===== src/rtl/ex_mem_stage_reg.sv =====
// ex_mem_stage_reg: EX->MEM pipeline register for the 5-stage datapath.
//
// Carries PC+4, ALU zero flag, ALU result, store data, destination register and
// MEM/WB control bits from EX to MEM. It uses a valid/ready handshake with a
// two-entry (OUT + SKID) buffer, so in_ready is a pure register output. Latency
// is one cycle and throughput is one transaction per cycle.
//
// Ports
//   clk, rst_n             rising-edge clock, synchronous active-low reset
//   flush                  drop every held and incoming entry (branch mispredict)
//   in_valid / in_ready    EX-side handshake
//   in_*                   EX payload (pc_added, zero, alu_result, write_data, rd, ctrl)
//   out_valid / out_ready  MEM-side handshake (out_ready=0 stalls)
//   out_*                  MEM payload; out_ctrl is forced to 0 whenever out_valid=0
//   stall_cnt              saturating count of cycles with out_valid && !out_ready
module ex_mem_stage_reg #(
    parameter int unsigned DATA_W     = 32,
    parameter int unsigned REG_ADDR_W = 5,
    parameter int unsigned CTRL_W     = 5,
    parameter int unsigned CNT_W      = 16
) (
    input  logic                  clk,
    input  logic                  rst_n,
    input  logic                  flush,
    input  logic                  in_valid,
    output logic                  in_ready,
    input  logic [DATA_W-1:0]     in_pc_added,
    input  logic                  in_zero,
    input  logic [DATA_W-1:0]     in_alu_result,
    input  logic [DATA_W-1:0]     in_write_data,
    input  logic [REG_ADDR_W-1:0] in_rd,
    input  logic [CTRL_W-1:0]     in_ctrl,
    output logic                  out_valid,
    input  logic                  out_ready,
    output logic [DATA_W-1:0]     out_pc_added,
    output logic                  out_zero,
    output logic [DATA_W-1:0]     out_alu_result,
    output logic [DATA_W-1:0]     out_write_data,
    output logic [REG_ADDR_W-1:0] out_rd,
    output logic [CTRL_W-1:0]     out_ctrl,
    output logic [CNT_W-1:0]      stall_cnt
);

    // Payload packing: {pc_added, zero, alu_result, write_data, rd, ctrl}
    localparam int unsigned PAY_W    = 3 * DATA_W + REG_ADDR_W + CTRL_W + 1;
    localparam int unsigned CTRL_LSB = 0;
    localparam int unsigned RD_LSB   = CTRL_LSB + CTRL_W;
    localparam int unsigned WD_LSB   = RD_LSB + REG_ADDR_W;
    localparam int unsigned ALU_LSB  = WD_LSB + DATA_W;
    localparam int unsigned ZERO_LSB = ALU_LSB + DATA_W;
    localparam int unsigned PC_LSB   = ZERO_LSB + 1;

    logic [PAY_W-1:0] in_pay;
    logic [PAY_W-1:0] out_pay_q, out_pay_d;
    logic [PAY_W-1:0] skid_pay_q, skid_pay_d;
    logic             out_valid_q, out_valid_d;
    logic             skid_valid_q, skid_valid_d;
    logic [CNT_W-1:0] stall_cnt_q, stall_cnt_d;

    logic accept;
    logic out_free;

    assign in_pay = {in_pc_added, in_zero, in_alu_result, in_write_data, in_rd, in_ctrl};

    // in_ready depends only on state, never on out_ready
    assign in_ready = !skid_valid_q;
    assign accept   = in_valid && in_ready;
    // OUT can be overwritten this cycle: empty or being consumed
    assign out_free = !out_valid_q || out_ready;

    always_comb begin
        out_valid_d  = out_valid_q;
        out_pay_d    = out_pay_q;
        skid_valid_d = skid_valid_q;
        skid_pay_d   = skid_pay_q;

        if (flush) begin
            out_valid_d                      = 1'b0;
            skid_valid_d                     = 1'b0;
            out_pay_d[CTRL_LSB +: CTRL_W]    = '0;
        end else if (out_free) begin
            if (skid_valid_q) begin
                // Older skid entry advances; a same-cycle input lands behind it
                out_valid_d  = 1'b1;
                out_pay_d    = skid_pay_q;
                skid_valid_d = accept;
                if (accept) begin
                    skid_pay_d = in_pay;
                end
            end else if (accept) begin
                out_valid_d = 1'b1;
                out_pay_d   = in_pay;
            end else begin
                out_valid_d                   = 1'b0;
                out_pay_d[CTRL_LSB +: CTRL_W] = '0;
            end
        end else if (accept) begin
            // OUT stalled: park the new entry in the skid slot
            skid_valid_d = 1'b1;
            skid_pay_d   = in_pay;
        end
    end

    always_comb begin
        stall_cnt_d = stall_cnt_q;
        if (out_valid_q && !out_ready && !(&stall_cnt_q)) begin
            stall_cnt_d = stall_cnt_q + CNT_W'(1);
        end
    end

    always_ff @(posedge clk) begin
        if (!rst_n) begin
            out_valid_q  <= 1'b0;
            out_pay_q    <= '0;
            skid_valid_q <= 1'b0;
            skid_pay_q   <= '0;
            stall_cnt_q  <= '0;
        end else begin
            out_valid_q  <= out_valid_d;
            out_pay_q    <= out_pay_d;
            skid_valid_q <= skid_valid_d;
            skid_pay_q   <= skid_pay_d;
            stall_cnt_q  <= stall_cnt_d;
        end
    end

    assign out_valid      = out_valid_q;
    assign out_pc_added   = out_pay_q[PC_LSB +: DATA_W];
    assign out_zero       = out_pay_q[ZERO_LSB];
    assign out_alu_result = out_pay_q[ALU_LSB +: DATA_W];
    assign out_write_data = out_pay_q[WD_LSB +: DATA_W];
    assign out_rd         = out_pay_q[RD_LSB +: REG_ADDR_W];
    // Bubbles never carry control bits, regardless of register contents
    assign out_ctrl       = out_valid_q ? out_pay_q[CTRL_LSB +: CTRL_W] : '0;
    assign stall_cnt      = stall_cnt_q;

endmodule

===== config.mk =====
export PLATFORM = sky130hd
export DESIGN_NAME = ex_mem_stage_reg
export DESIGN_NICKNAME = d
export VERILOG_FILES = /design/src/rtl/ex_mem_stage_reg.sv
export SDC_FILE = /design/constraint.sdc
export NUM_CORES = 1
export LEC_CHECK = 0
export BUFFER_PORTS_ARGS = -buffer_cell sky130_fd_sc_hd__buf_2
export CAP_MARGIN = 25
export CORE_MARGIN = 8
export CORE_UTILIZATION = 54
export CTS_BUF_LIST = sky130_fd_sc_hd__clkbuf_16
export CTS_CLUSTER_DIAMETER = 50
export DETAILED_ROUTE_END_ITERATION = 8
export PLACE_DENSITY_LB_ADDON = 0.25
export SYNTH_ARGS = -nofsm -noshare
export SYNTH_HDL_FRONTEND = slang
export SYNTH_SLANG_ARGS = --single-unit

===== constraint.sdc =====
create_clock -name clk -period 2.08 [get_ports clk]
set_input_delay 0.208 -clock clk [delete_from_list [all_inputs] [get_ports clk]]
set_output_delay 0.208 -clock clk [all_outputs]
set_load 0.005 [all_outputs]

==> reports/summary.md, run 1 <==
* **result of the run** finished clean
* **most frequent cell after synthesis** sky130_fd_sc_hd__dfxtp_1
* **GP Congestion** 0.853
* **Worst Path Arrival** 1.64 ns
* **reported leakage power** 4.84 nW
* **unrepaired setup endpoints after global routing** false
* **clk root buf** sky130_fd_sc_hd__clkbuf_16
* **global-route total usage across every layer** 0.210
* **buffer count from post-CTS setup fixing** 0
* **worst endpoint required time** 1.87 ns
* **most common library cells after synthesis** 232 x sky130_fd_sc_hd__dfxtp_1, 225 x sky130_fd_sc_hd__nand2_1, 116 x sky130_fd_sc_hd__a21oi_1, 114 x sky130_fd_sc_hd__nor2_1, 109 x sky130_fd_sc_hd__buf_4
* **count of final max-slew check failures** 0
* **Compound-Gate Fraction of Synth Area** 0.153
* **vias in the first global route** 8292
* **transition time at the pin with the least slew margin** 0.885 ns
* **number of diodes added for antenna fixing** 0
* **met1 track demand over resource** 0.253
* **# rows** 49
* **cells after synthesis** 1160
* **mux contribution to synthesized area** 0.104
* **wire length reported by the detailed router** 25.7 mm
* **global-route congestion overflow total** 0
* **IO buf count** 236
* **time the worst path needs with I/O delays and setup** 1.85 ns
* **Die Area** 23100 um2
* **FF+latch count, synth** 232
* **ratio of total power to cell area** 821 nW/um2
* **Post-Synthesis Cell Area** 9990 um2
* **crit-path leading delay family** buffers and inverters
* **top cell type's share of synthesized area** 0.465
* **highest-delay cell along the critical path** sky130_fd_sc_hd__dfxtp_4
* **met2 GRT Util** 0.361
* **final routed wire length divided by cell count** 15.9 um
* **via-per-instance ratio** 5.25
* **IO Pins** 237
* **setup tns final** 0 ns
* **Distinct cells, synth** 37
* **largest net degree at the start of global routing** 95
* **DRC violation count after routing** 0
* **clock transition at the registers of the reported paths** 0.06 ns
* **total CTS buffers** 27
* **Period Utilization, post-route** 0.890
* **Post-Route Utilization** 0.693
* **busiest grt layer** met2
* **kind of launch point of the worst setup path** flip-flop
* **number of cells in the design after placement** 1454
* **top cell type by total area after synthesis** sky130_fd_sc_hd__dfxtp_1
* **adder and majority gate portion of the synthesized area** 0.00125
* **part of the Yosys area used for sequential elements** 0.465
* **first-pass detailed-route iteration total** 6
* **endpoint type of the worst setup path** output pin
* **post-synthesis simple-gate area fraction** 0.159
* **share of synthesized flip-flops with an asynchronous set or reset** 0
* **number of antenna violations at the first check in global routing** 0
* **max-cap violation count** 0
* **setup slack after layout** 0.229 ns
* **Finish-stage setup viols** 0
* **Die Height** 152 um
* **total buffers and inverters traversed by the critical path** 3
* **Primary FF master, synth** sky130_fd_sc_hd__dfxtp_1
* **post-synthesis to final-layout area growth** 25.4%
* **fillers** 1379
* **Post-Place Setup Slack** 0.304 ns
* **final cell count without fillers** 1610
* **number of hold violations in the final report** 0
* **XOR/XNOR Fraction of Synth Area** 0.000877
* **highest clock rate** 540 MHz
* **Worst path max stage delay** 0.37 ns
* **CTS tree** yes
* **CTS H-tree lvls** 1
* **first-pass GRT wire length** 41.6 mm
* **WS Path Type** flip-flop to output pin
* **combinational family with the most area after synthesis** simple AND/OR/NAND/NOR gates
* **Power Total** 0.0103 W
* **number of clock sinks seen by CTS** 232
* **Die Wd** 152 um
* **DR vias** 8453
* **remaining number of nets flagged by the antenna check after routing** 0
* **top cells by area in the synthesized netlist** sky130_fd_sc_hd__dfxtp_1 46%, sky130_fd_sc_hd__mux2i_1 10%, sky130_fd_sc_hd__nand2_1 8.5%, sky130_fd_sc_hd__buf_4 8.2%, sky130_fd_sc_hd__a211oi_1 8.1%
* **total core area** 18100 um2
* **routing usage on met3** 0.0510
* **share of layout cells above drive strength 1** 0.215
* **worst IR drop on VDD** 0.599 mV
* **post-detail-place hpwl** 15.6 mm
* **synth warn** 0
* **Mapped Nets** 1273
* **skew final** 0.0144 ns
* **maximum fanout along the worst path** 58
* **Slew headroom** 0.410
* **classification of the worst-slack hold path** input port to flip-flop
* **latest clock arrival within the worst-skew pair** 0.52 ns
* **Post-synth EDFFs** 0
* **Max Buffers Root-to-Sink** 3
* **effective utilization at floorplan** 0.552
* **Mean Syn Cell Area** 8.61 um2
* **list of cells traversed by the critical path** buf_12 -> inv_1 -> buf_2
* **Final #Nets** 1474
* **Iteration-0 DRC Markers** 488
[path summary, 6_finish.rpt]
path / to / from / slack [ns] / cells past startpoint
worst max-delay path: in_ready / skid_valid_q / 0.23 / 3
worst max register to register: out_pay_q[12] / out_valid / 0.27 / 6
worst min register to register: skid_pay_q[55] / skid_pay_q[55] / 0.45 / 2
worst min-delay path: stall_cnt[1] / rst_n / 0.07 / 3
[kinds of logic (layout without fill, tap and decap cells)]
logic type               count (synthesis)  in the layout
AND/OR/NAND/NOR                        388            388
adder cells (fa/ha/maj)                  1              1
XOR/XNOR                                 1              1
flip-flops                             232            232
multiplexers                           104            104
AO/OA/AOI/OAI                          242            242
buffers and inverters                  192            413
[cells in the final DEF (no fill, tap or decap), types with 28 or more instances in the layout]
master,count
sky130_fd_sc_hd__clkbuf_16,28
sky130_fd_sc_hd__dfxtp_1,231
sky130_fd_sc_hd__buf_2,236
sky130_fd_sc_hd__a211oi_1,108
sky130_fd_sc_hd__nand2_1,225
sky130_fd_sc_hd__dlygate4sd3_1,107
sky130_fd_sc_hd__a21oi_1,116
sky130_fd_sc_hd__mux2i_1,104
sky130_fd_sc_hd__nor2_1,114
[power breakdown]
part           switching, W  internal, W
Sequential        0.0000880      0.00460
Combinational      0.000474     0.000477
Clock               0.00183      0.00281
Total               0.00239      0.00789
[registers in the layout, indices dropped and copies added, names as in the netlist]
signal and count:
skid_pay_q 107, out_pay_q 107, out_valid 1, skid_valid_q 1, stall_cnt 16
[per-layer routing]
layer | part of all wire | routed length (um)
met1 | 0.42 | 10900
met2 | 0.49 | 12500
met3 | 0.061 | 1560
met4 | 0.027 | 701
met5 | 0 | 0
[final cells by class]
cell class / count / area, um2 / share of cell area
Clock buffer: 28 / 701 / 0.0559
Clock inverter: 21 / 188 / 0.0150
Inverter: 5 / 23.8 / 0.00190
Multi-Input combinational cell: 736 / 4200 / 0.335
Sequential cell: 232 / 4650 / 0.371
Tap cell: 229 / 287 / 0.0229
Timing Repair Buffer: 359 / 2480 / 0.198
[worst register-to-register path, stage by stage (launching register included)]
cell                       delay (ns)
sky130_fd_sc_hd__dfxtp_1         0.30
sky130_fd_sc_hd__nor2b_1         0.12
sky130_fd_sc_hd__buf_4           0.17
sky130_fd_sc_hd__nor3_4          0.35
sky130_fd_sc_hd__buf_12          0.38
sky130_fd_sc_hd__nor2_1          0.13
sky130_fd_sc_hd__a211oi_1        0.25
[what timing repair did]
| item | 4_1_cts | 5_1_grt |
|---|---|---|
| setup endpoints to repair | 0 | 0 |
| endpoints found under the hold margin | 107 | 0 |
| hold buffers | 107 | 0 |
| gates resized for setup | 0 | 0 |
[through the flow]
stage,area [um2],hold WS (ns)
after global routing,12500,0.0852
final,12500,0.0743
after global placement,10600,0.441
after CTS,12500,0.0659
after floorplan,9990,0.344
after detailed placement,10600,0.446
Note: power is estimated with default switching activity, not from simulation.
==> inputs of run 2 (changes only) <==
--- a/config.mk
+++ b/config.mk
@@ -10,4 +10,4 @@
 export CORE_MARGIN = 8
-export CORE_UTILIZATION = 54
-export CTS_BUF_LIST = sky130_fd_sc_hd__clkbuf_16
+export CORE_UTILIZATION = 56
+export CTS_BUF_LIST = sky130_fd_sc_hd__clkbuf_8
 export CTS_CLUSTER_DIAMETER = 50
==> constraint.sdc (replaced) <==
create_clock -name clk -period 2.08 [get_ports clk]
set_input_delay 0.52 -clock clk [delete_from_list [all_inputs] [get_ports clk]]
set_output_delay 0.52 -clock clk [all_outputs]
set_load 0.005 [all_outputs]
==> run 2 against run 1 <==
  * Combinational power fell by 18%
  * Worst hold slack improved by 0.19 ns
  * Worst setup slack improved by 0.062 ns
  * Non-clock buffer count fell by 99
  * Maximum frequency rose by 3.5%
  * Flip-flop and latch count did not move
  * Sequential share of layout area rose by 3.6 points
  * Register-to-register slack improved by 0.03 ns
  * Global-route usage fell by 1.0 points
  * First-iteration DRC count fell by 16%
  * Utilization fell by 4.8 points
  * Critical endpoint is now out_ctrl[0]
  * Largest cell class unchanged
  * Largest power group unchanged
==> reports/summary.md, run 2 (synthesis results as in run 1) <==
* **Post-CTS Hold Fix Bufs** 0, -100%
* **WS Path Type** flip-flop to output pin
* **Final #Nets** 1387, -5.9%
* **source of the critical timing path** out_valid
* **fillers** 1530, +11%
* **setup tns final** 0 ns, unchanged
* **beginning of the worst hold path** in_alu_result[12]
* **skew final** 0.00835 ns, -0.00601 ns
* **kind of launch point of the worst setup path** flip-flop
* **largest net degree at the start of global routing** 101, +6.3%
* **wire length reported by the detailed router** 23.1 mm, -10%
* **IO Pins** 237, unchanged
* **result of the run** finished clean
* **maximum fanout along the worst path** 9, -84%
* **Power Total** 0.00938 W, -8.8%
* **worst hold margin** 0.264 ns, +0.189 ns
* **total core area** 17700 um2, -2.0%
* **DRC violation count after routing** 0, unchanged
* **DR vias** 8022, -5.1%
* **max-cap violation count** 0, unchanged
* **worst IR drop on VDD** 0.510 mV, -15%
* **ratio of total power to cell area** 821 nW/um2, about the same
* **clk root buf** sky130_fd_sc_hd__clkbuf_8
* **share of layout cells above drive strength 1** 0.245, +0.0301
* **number of antenna violations at the first check in global routing** 3, +3
* **classification of the worst-slack hold path** input port to flip-flop
* **endpoint type of the worst setup path** output pin
* **global-route congestion overflow total** 0, unchanged
* **CTS-repair resized insts** 0, unchanged
* **start of the worst register-to-register path** stall_cnt[9]
* **most common library cell in the layout ignoring fill and taps** sky130_fd_sc_hd__buf_2
* **remaining number of nets flagged by the antenna check after routing** 0, unchanged
* **latest clock arrival within the worst-skew pair** 0.50 ns, -0.02 ns
* **Max Buffers Root-to-Sink** 3, unchanged
* **CTS tree** yes
* **CTS H-tree lvls** 2, +1
* **Die Height** 150 um, -1.6%
* **commonest non-fill, non-tap cells in the layout** 236 x sky130_fd_sc_hd__buf_2, 231 x sky130_fd_sc_hd__dfxtp_1, 225 x sky130_fd_sc_hd__nand2_1, 116 x sky130_fd_sc_hd__a21oi_1, 114 x sky130_fd_sc_hd__nor2_1
* **number of clock sinks seen by CTS** 232, unchanged
* **first-pass GRT wire length** 37.7 mm, -9.5%
* **multi-input combinational cell area** 4200 um2, unchanged
* **Worst Path Arrival** 1.27 ns, -0.37 ns
* **IO buf count** 236, unchanged
* **reported leakage power** 4.45 nW, -8.1%
* **Finish-stage setup viols** 0, unchanged
* **vias in the first global route** 7845, -5.4%
* **transition time at the pin with the least slew margin** 0.671 ns, -0.214 ns
* **unrepaired setup endpoints after global routing** false
* **via-per-instance ratio** 5.24, -0.27%
* **Die Area** 22400 um2, -3.2%
* **Period Utilization, post-route** 0.860, -0.0297
* **global-route total usage across every layer** 0.200, -0.0104
* **effective utilization at floorplan** 0.564, +0.0115
* **cell area after layout** 11400 um2, -8.8%
* **number of hold violations in the final report** 0, unchanged
* **count of final max-slew check failures** 0, unchanged
* **Seq. cell area** 4650 um2, unchanged
* **time the worst path needs with I/O delays and setup** 1.79 ns, -0.0618 ns
* **Die Wd** 150 um, -1.6%
* **total CTS buffers** 39, +44%
* **post-detail-place hpwl** 15.4 mm, -1.0%
* **post-synthesis to final-layout area growth** 14.4%
* **worst endpoint required time** 1.56 ns, -0.31 ns
* **buffer count from post-CTS setup fixing** 0, unchanged
* **clock transition at the registers of the reported paths** 0.06 ns, about the same
* **highest clock rate** 559 MHz, +3.5%
* **Slew headroom** 0.552, +0.142
* **cell area reported after detailed placement** 10600 um2, +0.69%
* **first-pass detailed-route iteration total** 4, -2
* **Iteration-0 DRC Markers** 408, -16%
* **# rows** 49, unchanged
* **GP Congestion** 0.797, -6.6%
* **final routed wire length divided by cell count** 15.1 um, -5.4%
[run 2: cell count changes in the layout (fill, tap and decap cells not counted), sizes merged]
cell / change
dlygate4sd3: -107
inv: +8
buf: +8
diode: +2
clkinv: -8
clkinvlp: -2
bufinv: -3
clkbuf: +24
[run 2: worst max-delay path: stages (launching register included)]
cell,delay (ns)
sky130_fd_sc_hd__dfxtp_1,0.33
sky130_fd_sc_hd__buf_4,0.16
sky130_fd_sc_hd__and2_1,0.15
sky130_fd_sc_hd__buf_2,0.13
[run 2: power breakdown]
part | total, W | switching [W] | internal (W)
registers | 0.00469 | 0.0000866 | 0.00460
logic | 0.000781 | 0.000429 | 0.000353
clock network | 0.00391 | 0.00169 | 0.00221
total | 0.00938 | 0.00221 | 0.00717
[run 2: area by class of cell]
cell class,instances,area share
flip-flops and latches,232,0.407
inverters,5,0.00208
repair buffers,260,0.130
clock buffers,52,0.0626
multi-input cells,736,0.367
clock inverters,16,0.00537
well taps,229,0.0251
diodes,2,0.000438
[run 2: layer usage]
metal	GRT usage	part of all wire
met1	0.241	0.43
met2	0.333	0.48
met3	0.0623	0.071
met4	0.0616	0.016
met5	0	0.00035
[run 2: worst paths after layout]
kind	to	slack [ns]	cells after the start
min	skid_pay_q[54]	0.26	3
min reg2reg	skid_pay_q[80]	0.45	2
max	out_ctrl[0]	0.29	3
max reg2reg	stall_cnt[15]	0.30	4
[run 2: stage by stage]
step,utilization,instances,setup WS [ns]
after detailed placement,0.601,1462,0.173
after global placement,0.601,1462,0.231
final,0.645,1532,0.291
after global routing,0.645,1532,0.103
after CTS,0.645,1530,0.257
after floorplan,-,1160,0.444
